$ cat config.mk
export PLATFORM = sky130hd
export DESIGN_NAME = router_sync
export DESIGN_NICKNAME = d
export VERILOG_FILES = /design/src/rtl/router_pkg.sv /design/src/rtl/router_sync_timer.sv /design/src/rtl/router_sync.sv
export SDC_FILE = /design/constraint.sdc
export NUM_CORES = 1
export LEC_CHECK = 0
export ABC_AREA = 1
export CAP_MARGIN = 40
export CORE_MARGIN = 2
export CORE_UTILIZATION = 45
export DETAILED_ROUTE_END_ITERATION = 10
export PLACE_DENSITY = 0.78
export SLEW_MARGIN = 20
export SYNTH_ARGS = -nofsm -noshare
export SYNTH_HDL_FRONTEND = slang
export SYNTH_SLANG_ARGS = --single-unit
$ cat constraint.sdc
create_clock -name clock -period 2.4 [get_ports clock]
set_clock_uncertainty 0.1 [all_clocks]
set_input_delay 0.72 -clock clock [delete_from_list [all_inputs] [get_ports clock]]
set_output_delay 0.72 -clock clock [all_outputs]
set_load 0.01 [all_outputs]
$ cat src/rtl/router_pkg.sv
// router_pkg: shared constants and types for the router synchronizer
package router_pkg;
    localparam int NUM_CH          = 3;
    localparam int ADDR_W          = 2;
    localparam int TIMEOUT_DEFAULT = 30;

    typedef logic [ADDR_W-1:0] ch_addr_t;

    localparam ch_addr_t ADDR_INVALID = 2'b11;
endpackage

$ cat src/rtl/router_sync_timer.sv
// router_sync_timer: per-channel unread-data watchdog producing a one-cycle soft reset
module router_sync_timer #(
    parameter int TIMEOUT = 30,
    parameter int CNT_W   = 5
) (
    input  logic clock,
    input  logic resetn,
    input  logic vld,
    input  logic rd,
    output logic soft_reset
);
    logic [CNT_W-1:0] cnt;

    // Count consecutive unread-valid cycles; pulse and restart when the limit is reached
    always_ff @(posedge clock) begin
        if (!resetn) begin
            cnt        <= '0;
            soft_reset <= 1'b0;
        end else if (!vld || rd) begin
            cnt        <= '0;
            soft_reset <= 1'b0;
        end else if (cnt == CNT_W'(TIMEOUT - 1)) begin
            cnt        <= '0;
            soft_reset <= 1'b1;
        end else begin
            cnt        <= cnt + CNT_W'(1);
            soft_reset <= 1'b0;
        end
    end
endmodule

$ cat src/rtl/router_sync.sv
// router_sync: steers FSM writes to the addressed FIFO and watches each channel for stale data
module router_sync
    import router_pkg::*;
#(
    parameter int TIMEOUT = TIMEOUT_DEFAULT,
    parameter int CNT_W   = 5
) (
    input  logic        clock,
    input  logic        resetn,
    input  logic        detect_add,
    input  logic [1:0]  data_in,
    input  logic        write_enb_reg,
    input  logic        read_enb_0,
    input  logic        read_enb_1,
    input  logic        read_enb_2,
    input  logic        empty_0,
    input  logic        empty_1,
    input  logic        empty_2,
    input  logic        full_0,
    input  logic        full_1,
    input  logic        full_2,
    output logic [2:0]  write_enb,
    output logic        fifo_full,
    output logic        vld_out_0,
    output logic        vld_out_1,
    output logic        vld_out_2,
    output logic        soft_reset_0,
    output logic        soft_reset_1,
    output logic        soft_reset_2
);
    ch_addr_t          addr_q;
    logic [NUM_CH-1:0] vld;
    logic [NUM_CH-1:0] rd;
    logic [NUM_CH-1:0] sr;
    logic [3:0]        full_x;

    // Capture the header destination; it stays valid until the next header
    always_ff @(posedge clock) begin
        if (!resetn)
            addr_q <= ADDR_INVALID;
        else if (detect_add)
            addr_q <= data_in;
    end

    // Decode the write strobe and select the addressed full flag; address 3 maps to nothing
    always_comb begin
        full_x    = {1'b0, full_2, full_1, full_0};
        write_enb = write_enb_reg ? (3'b001 << addr_q) : 3'b000;
        fifo_full = full_x[addr_q];
    end

    assign vld = ~{empty_2, empty_1, empty_0};
    assign rd  = {read_enb_2, read_enb_1, read_enb_0};

    assign vld_out_0    = vld[0];
    assign vld_out_1    = vld[1];
    assign vld_out_2    = vld[2];
    assign soft_reset_0 = sr[0];
    assign soft_reset_1 = sr[1];
    assign soft_reset_2 = sr[2];

    for (genvar i = 0; i < NUM_CH; i++) begin : g_timer
        router_sync_timer #(.TIMEOUT(TIMEOUT), .CNT_W(CNT_W)) u_timer (
            .clock      (clock),
            .resetn     (resetn),
            .vld        (vld[i]),
            .rd         (rd[i]),
            .soft_reset (sr[i])
        );
    end
endmodule

==> After elaboration in Yosys (flattened, before gate mapping) <==
Cells that the tools add are included.
{ "classes": {"n_reduce_logical": 12, "order_cmp": 1, "bitwise_logic": 2, "n_eq_ne": 3, "add_sub_neg": 3, "n_shift": 1, "muxes": 6} }
{ "op_table": {"columns": ["cell", "count"], "rows": [
  ["5-bit by 1-bit adder with 5-bit output (second input constant)", 3],
  ["5-bit == test (second input constant)", 3],
  ["3-bit OR reduction", 3],
  ["2-bit OR reduction", 3],
  ["1-bit two-way mux", 4],
  ["1-bit logical NOT", 3],
  ["1-bit logical OR", 3],
  ["2-bit by 3-bit < comparator with 1-bit output (second input constant)", 1],
  ["3-bit two-way mux", 1],
  ["3-bit NOT", 1],
  ["1-bit by 2-bit left shift with 3-bit output (first input constant)", 1],
  ["1-bit binary-select mux with 2-bit select", 1],
  ["1-bit NOT", 1]
]} }
{ "totals": {"output_inout_bits": 10, "word_cells": 35, "reg_bits": 20, "inputBits": 15} }

==> Depth between registers and ports, before layout <==
{ "depth": {"depth_word": 4, "depth_mapped": 7, "mapped_depth_nobuf": 7} }

==> Hierarchy <==
From an unflattened synthesis, not the netlist that was laid out.
{ "hier_totals": {"cells_unflattened": 124, "area_unflattened_um2": 925.9} }
{ "modules_own_cells": {"columns": ["module", "cells_each", "instances", "area_each_um2", "seq_area_each_um2"], "rows": [
  ["router_sync_timer", 34, 3, 266.5, 120.1],
  ["router_sync", 22, 1, 126.4, 40.0]
]} }

==> Worst setup path after synthesis <==
OpenSTA, ideal clock, no wires.
{ "synth_path": {"path_type": "input to output", "from": "in write_enb_reg", "to": "out write_enb[0]", "path_buffers": 0, "path_stages": 2, "slack_ps": 561, "t_required_ps": 1580, "t_arrival_ps": 1019, "path_cell_list": "inv_1 nor3_1"} }
{ "synth_between": {"elab_chain_cells": 1} }
{ "synth_rtl": {"columns": ["element", "line", "source"], "rows": [
  ["from (decl)", "router_sync.sv:12", "input logic write_enb_reg,"],
  ["3-bit two-way mux", "router_sync.sv:48", "write_enb = write_enb_reg ? (3'b001 << addr_q) : 3'b000;"],
  ["to (decl)", "router_sync.sv:22", "output logic [2:0] write_enb,"]
]} }
No other way between the ends.

==> Worst setup path in the final report <==
Same ends and word-level chain as after synthesis.

==> flow_metrics.tcl <==
set metrics [dict create \
    p_leak_uw 0.000504 \
    synth_area_leader_cell "dfxtp_1" \
    start_util_pct 46.4 \
    slew_violations 0 \
    place_hpwl_mm 1.36 \
    finalWirelength_mm 1.76 \
    slowest_delay_ns 0.45 \
    crit_end "write_enb[0]" \
    area_growth_syn_to_layout_pct 32.3 \
    crit_chain "clkdlybuf4s50_1 -> inv_1 -> nor3_1 -> buf_2" \
    post-route-period-util_pct 98.0 \
    synth_edf_count 0 \
    grt_pass1_wl_mm 2.97 \
    vdd_drop_max_v 0.000363 \
    syn_area_um2 892 \
    min_from "g_timer[0].u_timer.cnt[0]" \
    synthFlopType "dfxtp_1" \
    die_x_um 48.5 \
    crit_path_max_fanout 3 \
    fmax_mhz 425 \
    grt_overflow 0 \
    worstReg2RegEnd "g_timer[1].u_timer.cnt[0]" \
    portBuffers 24 \
    reg2reg_depth 6 \
    maxCapViolations 0 \
    hold_violations 0 \
    power.density_mw_per_mm2 469 \
    diodes 0 \
    dp_cells 169 \
    grt_pass1_vias 755 \
    multiInputGateArea_um2 420 \
    clock_sinks 20 \
    synthCells 116 \
    final.min_clock_period_ns 2.35 \
    cp-start-kind "input port" \
    synth_commonest_cells "20 x dfxtp_1, 19 x nand2_1, 18 x nor2_1, 17 x inv_1, 10 x nand3_1" \
    hold_ws_ns 0.399 \
    crit_required_ns 1.58 \
    reg2reg_from "g_timer[1].u_timer.cnt[0]" \
    syn_area_per_cell_um2 7.69 \
    end_kind "output pin" \
    nFillCells 171 \
    vias 814 \
    yosysTopAreaCellShare_pct 44.9 \
    total_power_uw 554 \
    grt_antenna_before_repair 0 \
    cts_max_level 1 \
    synth_most_common_cell "dfxtp_1" \
    wl_per_cell_um 10.2 \
    ys_seq_area_share_pct 44.9 \
    hold_class "reg -> reg" \
    cp_slowest_cell "clkdlybuf4s50_1" \
    die-area_mm2 0.00235 \
    seq_area_um2 400 \
    ant_nets 0 \
    clockBufferDepth 2 \
    cts_tree "done" \
    slew_headroom_pct 83.1 \
    crit_start "write_enb_reg" \
    core_mm2 0.00192 \
    rows 16 \
    synthArstFlopShare_pct 0 \
    fin_nets 168 \
    finalSetupViolations 0 \
    die_h_um 48.5 \
    layout.cells.non_filler 172 \
    synthesis.nets 137 \
    yosysWarnings 0 \
    grt_max_degree 11 \
    arrival_ns 1.53 \
    via_per_inst 4.73 \
    ys_seq_elements 20 \
    cts_buffers 3 \
    synth_cell_types 17 \
    hold_depth 1 \
    grt_use_total_pct 16.1 \
    cts_root_buffer "clkbuf_4" \
    status "complete, no violations" \
    drive_gt1_share_pct 9.66 \
    final_area_mm2 0.00118 \
    fin_util_pct 61.4 \
    dr.pass1.iters 4 \
    drc 0 \
    ctsHoldBuffers 0 \
    gp_congestion 0.769 \
    synthTopCellsByArea "dfxtp_1 45%, ha_1 8.4%, nand2_1 8.0%, nor2_1 7.6%, inv_1 7.2%" \
    tightest_slew_ns 0.253 \
    place_area_mm2 0.00118 \
    post_cts_buffers 0 \
    clk_latency_ns 0.29 \
    r2r_slack_ns 1.23 \
    rsz0062_at_grt "no" \
    path_clk_slew_ns 0.10 \
    drt_iter0_markers 5 \
    crit_type "in -> out" \
    io_pins 25 \
]
[layout make-up]
| type | count | share of cell area (%) |
|---|---|---|
| Tap cell | 27 | 2.86 |
| Timing Repair Buffer | 26 | 19.6 |
| Clock buffer | 3 | 1.91 |
| Inverter | 19 | 6.04 |
| Sequential cell | 20 | 33.9 |
| Multi-Input combinational cell | 77 | 35.6 |
[registers in the layout, indices dropped and copies added, names as in the netlist]
| register | flops |
|---|---|
| g_timer.u_timer.soft_reset | 3 |
| g_timer.u_timer.cnt | 15 |
| addr_q | 2 |
[worst max-delay path: cells and delay by family]
family	cells	cell delay [ns]
buffers and inverters	3	0.67
AND/OR/NAND/NOR	1	0.14
[stage by stage]
step                      setup slack [ns]  setup TNS [ns]
after CTS                           0.0157               0
after global placement              -0.321           -1.64
after floorplan                      0.561               0
after global routing               0.00414               0
final                               0.0480               0
after detailed placement            -0.375           -1.81
[metal layers]
metal	share of wire (%)	up-vias	GRT usage, %
met5	0	-	0
met4	1.4	0	7.14
met3	7.7	4	4.63
met2	46	32	29.6
met1	44	350	16.9
li1	-	428	-
[power breakdown]
part           switching (uW)  internal (uW)  leakage, uW
registers                5.63            337     0.000162
clock network            94.9           58.4    0.0000138
logic                    24.2           34.1     0.000328
[cells by family (layout without fill, tap and decap cells)]
kind of cell,Yosys count,count (layout),share of synthesized area (%)
AOI/OAI and AO/OA,4,4,2.24
xor gates and xnor gates,3,3,2.95
adders and majority gates,6,6,8.41
buffers and inverters,19,48,7.99
DFF,20,20,44.9
and+or+nand+nor,64,64,33.5
[worst min path at each step]
stage / endpoint
2_1_floorplan: g_timer[1].u_timer.cnt[0]
3_3_place_gp: g_timer[1].u_timer.cnt[0]
3_5_place_dp: g_timer[2].u_timer.cnt[0]
4_1_cts: g_timer[0].u_timer.cnt[0]
5_1_grt: g_timer[1].u_timer.cnt[0]
6_report: g_timer[0].u_timer.cnt[0]
[cells in the final DEF (no fill, tap or decap)]
master | synthesis | final
clkinv_1 | 1 | 1
nand3_1 | 10 | 10
clkbuf_2 | 0 | 1
inv_2 | 1 | 1
dlygate4sd2_1 | 0 | 3
nand4_1 | 8 | 8
nand2_4 | 1 | 1
xnor2_1 | 3 | 3
nand2_1 | 19 | 19
clkbuf_4 | 0 | 3
nor3_1 | 5 | 5
nor2_2 | 1 | 1
a21oi_1 | 2 | 2
nand2_2 | 1 | 1
ha_1 | 6 | 6
inv_1 | 17 | 17
o21ai_0 | 2 | 2
nor2_1 | 18 | 18
buf_4 | 0 | 2
buf_2 | 0 | 3
clkdlybuf4s50_1 | 0 | 17
dfxtp_1 | 20 | 20
nor2_4 | 1 | 1
[timing repair]
item | in CTS | in global routing
gates resized for setup | 18 | 1
gates cloned | 0 | 0
setup endpoints to repair | 7 | 1
(Power assumes the default switching activity.)
